### src/rtl/bp_be_rollback_issue_fifo.sv
// bp_be_rollback_issue_fifo: replay FIFO with write/issue/commit pointers, rollback and clear; define BP_ISSUE_FIFO_BYPASS_EN for same-cycle empty bypass
module bp_be_rollback_issue_fifo #(
  parameter int width_p = 64,
  parameter int els_p = 8,
  localparam int ptr_width_lp = $clog2(els_p) + 1
) (
  input  logic                    clk_i,
  input  logic                    reset_i,
  input  logic                    clr_v_i,
  input  logic                    deq_v_i,
  input  logic                    roll_v_i,
  input  logic [width_p-1:0]      data_i,
  input  logic                    v_i,
  output logic                    ready_o,
  output logic [width_p-1:0]      data_o,
  output logic                    v_o,
  input  logic                    yumi_i,
  output logic [ptr_width_lp-1:0] count_o,
  output logic [ptr_width_lp-1:0] issued_count_o
);
  localparam int idx_w_lp = $clog2(els_p);
  logic [ptr_width_lp-1:0] wptr, rptr, cptr, cptr_next;
  logic [width_p-1:0] mem [els_p];
  logic enq, stored_v;
  assign count_o = wptr - cptr;
  assign issued_count_o = rptr - cptr;
  assign ready_o = count_o != ptr_width_lp'(els_p);
  assign enq = v_i & ready_o & ~clr_v_i;
  assign cptr_next = cptr + ptr_width_lp'(deq_v_i);
  assign stored_v = rptr != wptr;
`ifdef BP_ISSUE_FIFO_BYPASS_EN
  logic byp;
  assign byp = ~stored_v & enq & ~roll_v_i;
  assign v_o = stored_v | byp;
  assign data_o = byp ? data_i : mem[rptr[idx_w_lp-1:0]];
`else
  assign v_o = stored_v;
  assign data_o = mem[rptr[idx_w_lp-1:0]];
`endif
  always_ff @(posedge clk_i)
    if (reset_i) begin
      wptr <= '0;
      rptr <= '0;
      cptr <= '0;
    end else begin
      cptr <= cptr_next;
      wptr <= clr_v_i ? cptr_next : enq ? wptr + 1'b1 : wptr;
      rptr <= (clr_v_i | roll_v_i) ? cptr_next : yumi_i ? rptr + 1'b1 : rptr;
    end
  always_ff @(posedge clk_i)
    if (enq) mem[wptr[idx_w_lp-1:0]] <= data_i;
  assert property (@(posedge clk_i) disable iff (reset_i) yumi_i |-> v_o);
  assert property (@(posedge clk_i) disable iff (reset_i) deq_v_i |-> issued_count_o != '0);
endmodule

### config.mk
export PLATFORM = sky130hd
export DESIGN_NAME = bp_be_rollback_issue_fifo
export DESIGN_NICKNAME = d
export VERILOG_FILES = /design/src/rtl/bp_be_rollback_issue_fifo.sv
export SDC_FILE = /design/constraint.sdc
export NUM_CORES = 1
export LEC_CHECK = 0
export ABC_AREA = 0
export BUFFER_PORTS_ARGS = -buffer_cell sky130_fd_sc_hd__buf_2
export CORE_AREA = 8 8 311 237
export CTS_CLUSTER_SIZE = 10
export DETAILED_ROUTE_END_ITERATION = 10
export DIE_AREA = 0 0 319 245
export GPL_ROUTABILITY_DRIVEN = 0
export PLACE_DENSITY_LB_ADDON = 0.12
export RECOVER_POWER = 100
export SLEW_MARGIN = 40
export SYNTH_ARGS = -nofsm -noshare
export SYNTH_HDL_FRONTEND = slang
export SYNTH_SLANG_ARGS = --single-unit
### constraint.sdc
create_clock -name clk_i -period 10 [get_ports clk_i]
set_clock_uncertainty 0.05 [all_clocks]
set_input_delay 0 -clock clk_i [delete_from_list [all_inputs] [get_ports clk_i]]
set_output_delay 0 -clock clk_i [all_outputs]
set_load 0.01 [all_outputs]
==> impl_metrics.tcl <==
set metrics [dict create \
    outcome "complete, but fails checks" \
    violations "max-capacitance violations, max-slew violations" \
    ys_types 44 \
    endpoint_kind "register" \
    ys_warn_count 0 \
    hp-class "input port to register" \
    drcViolationCount 0 \
    max_stage_delay_ns 2.70 \
    cts_setup_buffers 0 \
    drt_iter0_markers 664 \
    path_clk_slew_ns 0.06 \
    root_buffer "clkbuf_16" \
    cts_resized 0 \
    syn_inst 881 \
    slowest_stage "clkbuf_1" \
    setup_viol 0 \
    ys_ff_latch 527 \
    power_uw 4840 \
    fin_crit_sh 0.6246 \
    worst_pin_slew_ns 3.750 \
    holdPathEnd "cptr[0]" \
    worstSetupPathType "register to register" \
    wl_um 45600 \
    initial_utilization 0.2948 \
    p_leak_uw 0.007462 \
    rr_worst_depth 10 \
    grt_max_degree 91 \
    fin_nets 1220 \
    cts.htree.levels 2 \
    timing.rr.end "mem[1][52]" \
    slew_violations 332 \
    netlist_area_sq_um 20390 \
    synth_top_cell_by_area "edfxtp_1" \
    rsz0062_at_grt "no" \
    slew_headroom -1.500 \
    cts_tree "built" \
    synth_compound_area_frac 0.008592 \
    die_h_um 245 \
    synth_area_leaders "edfxtp_1, mux4_2, mux2_2, dfxtp_1, buf_6" \
    grt_pass1_wl_um 69450 \
    cts_max_path_buffers 3 \
    cts_buffers 59 \
    dr.pass1.iters 4 \
    final_layout_size_suffix_gt1_frac 0.2474 \
    synth.avg_cell_area_sq_um 23.14 \
    hold_viol 0 \
    detail-route-antenna-nets 0 \
    grt_pass1_vias 10450 \
    fmax_ghz 0.1601 \
    hpwlAfterDp_um 25860 \
    synth_top_area_share 0.7541 \
    fin_tns_setup_ns 0 \
    cp.required_ns 10.06 \
    ir_worst_vdd_mv 0.1209 \
    crit_arrival_ns 6.31 \
    cts_sinks 527 \
    die_w_um 319 \
    wl_per_cell_um 22.14 \
    antenna_found_initial 4 \
    io_pins 145 \
    grt_overflow 0 \
    synthSimpleGateAreaFrac 0.01546 \
    fp.dieArea_sq_um 78160 \
    synth-edff-count 512 \
    synthMuxAreaShare 0.1772 \
    reg2reg_slack_ns 3.75 \
    yosysSeqAreaShare 0.7688 \
    syn2layout_area_growth_pct 19.28 \
    synth_top_family_by_area "multiplexers" \
    min-delay-start "reset_i" \
    cp_max_fo 46 \
    fp.coreArea_sq_um 69160 \
    grt_use_total 0.1169 \
    row_count 84 \
    vias 9454 \
    timing.rr.start "wptr[0]" \
    min_path_cells 3 \
    cts_hold_buf 72 \
    p_per_area_nw_per_um2 199.0 \
    synth-xor-area-share 0.006812 \
    synthArstFlopShare 0 \
    synth_fp_nets 964 \
    crit_chain "inv_1 > ha_1 > inv_1 > fa_1 > nor2b_1 > a21oi_1 > nor3_1 > nor4_2 > clkbuf_1 > clkbuf_1" \
    synthFlopType "edfxtp_1" \
    maxCapViolCount 11 \
    port_buffers 144 \
    clk_latency_ns 0.61 \
    routed_via_density 4.589 \
    post-route-min-period_ns 6.246 \
    synthAdderAreaFrac 0.008101 \
    start_kind "register" \
]
## registers in the layout, indices dropped and copies added, names as in the netlist, named ones only
signal / flops
cptr: 4
rptr: 4
mem: 512
wptr: 4
## logic make-up after synthesis
logic type | after synthesis
flops | 527
mux | 193
simple gates | 55
buf+inv | 54
compound gates | 25
xor+xnor | 15
fa+ha+maj | 12
## through the flow
step | hold WS, ns | setup WS [ns] | instances | utilization | cell area (sq um)
final | 0.2394 | 3.754 | 2060 | 0.3516 | 24320
after CTS | 0.1267 | 6.104 | 2058 | 0.3552 | 24570
after detailed placement | 0.2314 | 6.137 | 1906 | 0.3220 | 22270
after floorplan | 0.04887 | 1.617 | 881 | - | 20390
after global placement | 0.2283 | 6.147 | 1903 | 0.3207 | 22180
after global routing | 0.2456 | 3.095 | 2059 | 0.3516 | 24320
## per-layer routing
metal | part of all wire | vias up | track usage
met3 | 0.047 | 71 | 0.02551
met5 | 0.00057 | - | 0
met4 | 0.018 | 4 | 0.03021
met1 | 0.47 | 4998 | 0.1636
met2 | 0.47 | 179 | 0.1851
li1 | - | 4202 | -
## worst max-delay path: cells and delay by family (launching register included)
family	cells	cell delay [ns]
AO/OA/AOI/OAI	1	0.29
adder cells (fa/ha/maj)	2	0.72
buffers and inverters	4	3.82
flip-flops	1	0.36
AND/OR/NAND/NOR	3	0.43
## report_power, final
part | internal [uW] | leakage [uW] | switching [uW]
clock | 1060 | 0.000771 | 797
combinational | 210 | 0.00194 | 253
sequential | 2490 | 0.00475 | 27.6
total | 3760 | 0.00746 | 1080
## Yosys cell counts, types with 2 or more instances
cell	count
nand3_1	2
nor3_1	4
a211oi_1	5
buf_6	12
nand4_1	2
buf_2	4
nor4_1	5
edfxtp_1	512
fa_1	2
inv_1	13
nand3b_1	4
clkbuf_1	13
mux4_2	128
xor2_1	2
a21oi_1	8
nand2_1	8
a21o_1	3
mux2_2	64
nor3_2	2
xnor2_1	12
nor2_1	17
buf_1	10
nor2b_1	3
dfxtp_1	15
o31ai_1	2
ha_1	10
buf_4	2
## worst max-delay path by stage
| stage | startpoint | end | slack, ns | depth (start not counted) |
|---|---|---|---|---|
| 2_1_floorplan | wptr[0] | mem[1][0] | 1.62 | 8 |
| 4_1_cts | wptr[1] | mem[2][42] | 6.10 | 6 |
| 3_3_place_gp | wptr[0] | mem[7][41] | 6.15 | 9 |
| 6_report | wptr[0] | mem[1][52] | 3.75 | 10 |
| 5_1_grt | wptr[0] | mem[1][43] | 3.09 | 10 |
| 3_5_place_dp | wptr[1] | mem[2][42] | 6.14 | 6 |
## cell usage in the layout (no fill, tap or decap), types with 2 or more instances in the layout
cell type,count
mux2_1,30
dlygate4sd3_1,72
a21oi_1,8
nor2_1,17
o31ai_1,2
a211oi_1,5
ha_1,10
xor2_1,2
nand3_1,2
nor3_2,2
a21o_1,3
mux4_2,128
nor3_1,4
nor4_2,2
nand2_1,8
dfxtp_1,13
clkbuf_16,59
edfxtp_1,512
inv_6,3
nand3b_1,4
inv_1,13
fa_1,2
nor4_1,3
dfxtp_4,2
buf_2,41
nand4_1,2
xnor2_1,12
clkbuf_1,130
mux2_2,34
buf_6,6
nor2b_1,3
## final cells by class
class,count,area (sq um)
Fill cell,6490,44840
Sequential cell,527,15680
Multi-Input combinational cell,300,4413
Clock buffer,75,1546
Timing Repair Buffer,236,1460
Tap cell,903,1130
Inverter,13,48.80
Clock inverter,5,35.03
Antenna cell,1,2.502
(Power assumes the default switching activity.)
